$ cat src/rtl/fetch_unit_pkg.sv
// fetch_unit_pkg: shared RV32I opcodes, NOP word and fetch FSM state encodings.
package fetch_unit_pkg;
  localparam logic [6:0] OPCODE_R      = 7'b0110011;
  localparam logic [6:0] OPCODE_LW     = 7'b0000011;
  localparam logic [6:0] OPCODE_SW     = 7'b0100011;
  localparam logic [6:0] OPCODE_BEQ    = 7'b1100011;
  localparam logic [6:0] OPCODE_OP_IMM = 7'b0010011;
  localparam logic [31:0] NOP_INSTR    = {25'h0000000, OPCODE_OP_IMM};
  typedef enum logic [1:0] {
    S_FETCH = 2'b00,
    S_VALID = 2'b01,
    S_DROP  = 2'b10
  } fetch_state_e;
  function automatic logic [6:0] opcode_of(input logic [31:0] w);
    return w[6:0];
  endfunction
endpackage

$ cat src/rtl/fetch_unit_pc_reg.sv
// fetch_unit_pc_reg: fetch PC register with load/increment enables; loads are forced word-aligned.
module fetch_unit_pc_reg #(
  parameter int unsigned     XLEN     = 32,
  parameter logic [XLEN-1:0] RESET_PC = '0
) (
  input  logic            clk_i,
  input  logic            rst_i,
  input  logic            load,
  input  logic [XLEN-1:0] load_val,
  input  logic            inc,
  output logic [XLEN-1:0] pc
);
  localparam logic [XLEN-1:0] ALIGN_MASK = ~XLEN'(3);
  always_ff @(posedge clk_i or posedge rst_i)
    if (rst_i) pc <= RESET_PC & ALIGN_MASK;
    else pc <= load ? (load_val & ALIGN_MASK) : inc ? pc + XLEN'(4) : pc;
endmodule

$ cat src/rtl/fetch_unit.sv
// fetch_unit: RV32I instruction fetch over a req/ack imem port with branch redirect and stall.
// FETCH_PERF_CNT_EN adds perf_fetch_cnt_o counting instructions handed downstream.
module fetch_unit
  import fetch_unit_pkg::*;
#(
  parameter int unsigned     XLEN     = 32,
  parameter logic [XLEN-1:0] RESET_PC = '0
) (
  input  logic            clk_i,
  input  logic            rst_i,
  output logic            imem_req_o,
  output logic [XLEN-1:0] imem_addr_o,
  input  logic            imem_ack_i,
  input  logic [31:0]     imem_rdata_i,
  input  logic            stall_i,
  input  logic            branch_i,
  input  logic [XLEN-1:0] branch_target_i,
  output logic            instr_valid_o,
  output logic [31:0]     instr_o,
  output logic [XLEN-1:0] pc_o,
  output logic [6:0]      opcode_o
`ifdef FETCH_PERF_CNT_EN
  ,
  output logic [31:0]     perf_fetch_cnt_o
`endif
);
  fetch_state_e state, state_n;
  logic [XLEN-1:0] fetch_pc, pend_tgt;
  logic pc_load, pc_inc, latch, clr_valid, pend_we;
  fetch_unit_pc_reg #(.XLEN(XLEN), .RESET_PC(RESET_PC)) u_pc_reg (
    .clk_i    (clk_i),
    .rst_i    (rst_i),
    .load     (pc_load),
    .load_val (branch_i ? branch_target_i : pend_tgt),
    .inc      (pc_inc),
    .pc       (fetch_pc)
  );
  assign imem_req_o  = !rst_i && (state == S_FETCH || state == S_DROP);
  assign imem_addr_o = fetch_pc;
  assign opcode_o    = opcode_of(instr_o);
  always_ff @(posedge clk_i or posedge rst_i)
    if (rst_i) state <= S_FETCH;
    else state <= state_n;
  // A branch always wins: in S_DROP the outstanding request must still drain before redirecting.
  always_comb begin
    state_n   = state;
    pc_load   = 1'b0;
    pc_inc    = 1'b0;
    latch     = 1'b0;
    clr_valid = 1'b0;
    pend_we   = 1'b0;
    case (state)
      S_FETCH:
        if (branch_i) begin
          pc_load = imem_ack_i;
          pend_we = !imem_ack_i;
          state_n = imem_ack_i ? S_FETCH : S_DROP;
        end else if (imem_ack_i) begin
          latch   = 1'b1;
          pc_inc  = 1'b1;
          state_n = S_VALID;
        end
      S_VALID:
        if (branch_i || !stall_i) begin
          clr_valid = 1'b1;
          pc_load   = branch_i;
          state_n   = S_FETCH;
        end
      S_DROP: begin
        pend_we = branch_i;
        pc_load = imem_ack_i;
        state_n = imem_ack_i ? S_FETCH : S_DROP;
      end
      default: state_n = S_FETCH;
    endcase
  end
  always_ff @(posedge clk_i or posedge rst_i)
    if (rst_i) begin
      instr_valid_o <= 1'b0;
      instr_o       <= NOP_INSTR;
      pc_o          <= RESET_PC;
      pend_tgt      <= RESET_PC;
    end else begin
      instr_valid_o <= latch ? 1'b1 : clr_valid ? 1'b0 : instr_valid_o;
      instr_o       <= latch ? imem_rdata_i : instr_o;
      pc_o          <= latch ? fetch_pc : pc_o;
      pend_tgt      <= pend_we ? (branch_target_i & ~XLEN'(3)) : pend_tgt;
    end
`ifdef FETCH_PERF_CNT_EN
  always_ff @(posedge clk_i or posedge rst_i)
    if (rst_i) perf_fetch_cnt_o <= '0;
    else if (instr_valid_o && !stall_i && !branch_i) perf_fetch_cnt_o <= perf_fetch_cnt_o + 32'd1;
`endif
endmodule
$ cat config.mk
export PLATFORM = sky130hd
export DESIGN_NAME = fetch_unit
export DESIGN_NICKNAME = d
export VERILOG_FILES = /design/src/rtl/fetch_unit_pkg.sv /design/src/rtl/fetch_unit_pc_reg.sv /design/src/rtl/fetch_unit.sv
export SDC_FILE = /design/constraint.sdc
export NUM_CORES = 1
export LEC_CHECK = 0
export ABC_AREA = 1
export CAP_MARGIN = 20
export CELL_PAD_IN_SITES_DETAIL_PLACEMENT = 0
export CELL_PAD_IN_SITES_GLOBAL_PLACEMENT = 2
export CORE_AREA = 10 10 165 167
export DETAILED_ROUTE_END_ITERATION = 10
export DIE_AREA = 0 0 175 177
export GPL_TIMING_DRIVEN = 0
export PLACE_DENSITY_LB_ADDON = 0.1
export SKIP_LAST_GASP = 1
export SLEW_MARGIN = 20
export SYNTH_ARGS = -nofsm -noshare
export SYNTH_HDL_FRONTEND = slang
export SYNTH_SLANG_ARGS = --single-unit
$ cat constraint.sdc
create_clock -name clk_i -period 5.7 [get_ports clk_i]
set_input_delay 1.71 -clock clk_i [delete_from_list [all_inputs] [get_ports clk_i]]
set_output_delay 1.71 -clock clk_i [all_outputs]
set_load 0.02 [all_outputs]
==> impl_metrics.ini <==
[run_status]
status = complete, no violations

[worst_setup_path]
crit_required_ps = 3990
cp_max_fo = 2
r2r_end = u_pc_reg.pc[19]$_DFFE_PP0P_
crit_path_start_kind = input port
r2r-start = u_pc_reg.pc[11]$_DFFE_PP0P_
critPathKind = input port to output port
cp.arrival_ps = 2960
end_kind = output port
r2r_slack_ps = 3950
worstRegToRegCells = 7

[final_layout]
antenna_cells = 0
drive_gt1_share_pct = 13.0
fin_util_pct = 37.8
n_fill_cell = 2539
syn_to_final_growth_pct = 43.2
nNetsFinal = 1044
finalNonFillerCells = 1311

[placed_design]
gp_congestion = 0.807
portBuffers = 166
place_inst = 1279
hpwl_mm = 17.3

[timing]
fin_crit_ps = 4670
hold_viol = 0
rsz0062_at_grt = false
fmax_mhz = 214
drv_slew = 0
setup_viol = 0
fin_crit_sh_pct = 81.9
max-slew-margin-rel_pct = 63.8
clock_skew_ps = 11.1
worst_pin_slew_ps = 543

[power]
peakVddDrop_uv = 190
power_leakage_nw = 4.32
powerDensity_nw_per_um2 = 423

[floorplanning]
floorplan.initialDensity_pct = 26.4
pin_count = 174
die_area_um2 = 31000
rows = 57
die_h_um = 177
core-area_um2 = 24000
die_w_um = 175

[synth]
synth_seq_cells = 125
synth_top_flop_cell = dfrtp_1
async_flop_share_pct = 100
yosysSeqAreaShare_pct = 49.5
syn_avg_cell_area_um2 = 8.06
syn_inst = 785
ys_types = 42
yosys_warnings = 0
netlist_area_um2 = 6330
synth_edf_count = 0

[route]
route.vias.total = 5576
wl_met1_mm = 11.2
wl_mm = 22.7
antenna_left = 0
vias_per_cell = 4.25
dr_wl_met2_mm = 10.3
drc = 0
drt_iter0_markers = 347
firstDrtPassIters = 5
wire_per_inst_um = 17.3
wl_met3_mm = 1.00
topRoutingLayerUsed = met4

[clock_tree]
numCtsBuffers = 17
clkTransAtPathRegs_ps = 60
cts_setup_buffers = 0
cts_resized = 0
cts_root_buf = clkbuf_16
htree_levels = 4
clock-sinks = 125
clk_path_buf_depth = 2
cts_tree = yes
postCtsHoldBufs = 0
insertion_delay_ps = 420

[grt]
grt_max_degree = 68
grt_antenna_before_repair = 0
grt_pass1_wl_mm = 35.1
grt-ovfl-total = 0
grt_use_total_pct = 14.7
first_global_vias = 5709

[hold_path]
min_from = instr_o[19]$_DFFE_PP0P_
whs_path_depth = 2
whs_endpoint = instr_o[19]$_DFFE_PP0P_
hold_path.class = register to register

[job]
cap_viol_max_count = 0
==> how the worst max path moves through the flow <==
| stage | startpoint | endpoint | slack [ps] | cells past startpoint |
|---|---|---|---|---|
| 2_1_floorplan | rst_i | instr_o[10]$_DFFE_PP0P_ | 670 | 1 |
| 3_3_place_gp | rst_i | instr_o[18]$_DFFE_PP0P_ | -1750 | 2 |
| 3_5_place_dp | rst_i | imem_req_o | 1030 | 3 |
| 4_1_cts | rst_i | imem_req_o | 1020 | 3 |
| 5_1_grt | rst_i | imem_req_o | 980 | 3 |
| 6_report | rst_i | imem_req_o | 1030 | 3 |
==> cell usage after synthesis (3+ instances only) <==
library cell	instances	share of area, %
buf_6	5	0.89
inv_1	71	4.2
clkbuf_1	7	0.42
a21oi_1	35	2.8
o21ai_1	4	0.32
nor2_1	73	4.3
o21ai_2	3	0.42
nand2_1	252	15
o211ai_1	5	0.59
nand2_2	6	0.59
nand4_1	5	0.49
nand2_4	7	1.2
nor3_1	10	0.79
buf_4	17	2.0
dfrtp_1	122	48
o21a_1	4	0.47
nor2_2	12	1.2
inv_2	5	0.30
o21ai_0	44	3.5
mux2_2	9	1.6
buf_2	15	1.2
a21oi_2	5	0.69
mux2i_1	8	1.3
a31oi_1	3	0.30
dfstp_2	3	1.2
o22ai_1	4	0.40
nand3_1	32	2.5
==> placed cells by master, fill, tap and decap left out, types with 17 or more instances in the layout <==
cell             synthesis  final
clkdlybuf4s50_1          0    166
nand3_1                 32     32
o21ai_0                 44     44
dfrtp_1                122    122
clkbuf_16                0     17
inv_1                   71     70
nand2_1                252    252
buf_4                   17     17
nor2_1                  73     73
a21oi_1                 35     35
==> flip-flops by register name (all words and copies together), names as in the netlist <==
signal / cells
pend_tgt: 30
state: 2
u_pc_reg.pc: 30
pc_o: 30
instr_valid_o: 1
instr_o: 32
==> where the power goes <==
part | leakage, nW | internal [mW] | switching, mW
combinational | 2.56 | 0.591 | 0.754
clock | 0.292 | 0.736 | 0.423
sequential | 1.47 | 1.12 | 0.214
==> final cells by class <==
cell class                      count  area (um2)  area share, %
Sequential cell                   125        3130           34.5
Multi-Input combinational cell    539        2610           28.8
Timing Repair Buffer              167        1690           18.6
Clock buffer                       23         488           5.38
Tap cell                          324         405           4.47
Inverter                           79         308           3.40
Buffer                             45         300           3.31
Clock inverter                      9         134           1.48
==> routing by layer <==
| layer | GRT usage, % | vias to the layer above |
|---|---|---|
| li1 | - | 2845 |
| met1 | 19.7 | 2597 |
| met2 | 23.4 | 124 |
| met3 | 3.46 | 10 |
| met4 | 3.78 | 0 |
| met5 | 0 | - |
==> stage by stage <==
step	hold slack [ps]	setup WS, ps	cell area, um2	TNS (ps)	total power [mW]
2_1_floorplan	453	667	6340	0	2.02
3_3_place_gp	460	-1750	8410	-213100	2.72
3_5_place_dp	464	1030	8440	0	2.72
4_1_cts	478	1020	9060	0	3.90
5_1_grt	497	978	9060	0	4.08
6_report	474	1030	9060	0	3.84
==> critical path: stages <==
cell	delay, ps
clkdlybuf4s50_1	510
nor2_1	120
clkdlybuf4s50_1	610
==> cells by family (layout without fill, tap and decap cells) <==
family	after synthesis	in the layout	share of synthesized area, %
XOR/XNOR	3	3	0.415
other	1	4	0.0592
multiplexers	17	17	2.87
buffers and inverters	124	323	9.49
adder cells (fa/ha/maj)	1	1	0.198
AO/OA/AOI/OAI	110	110	9.82
AND/OR/NAND/NOR	404	404	27.7
flip-flops	125	125	49.5
Note: power is estimated with default switching activity, not from simulation.
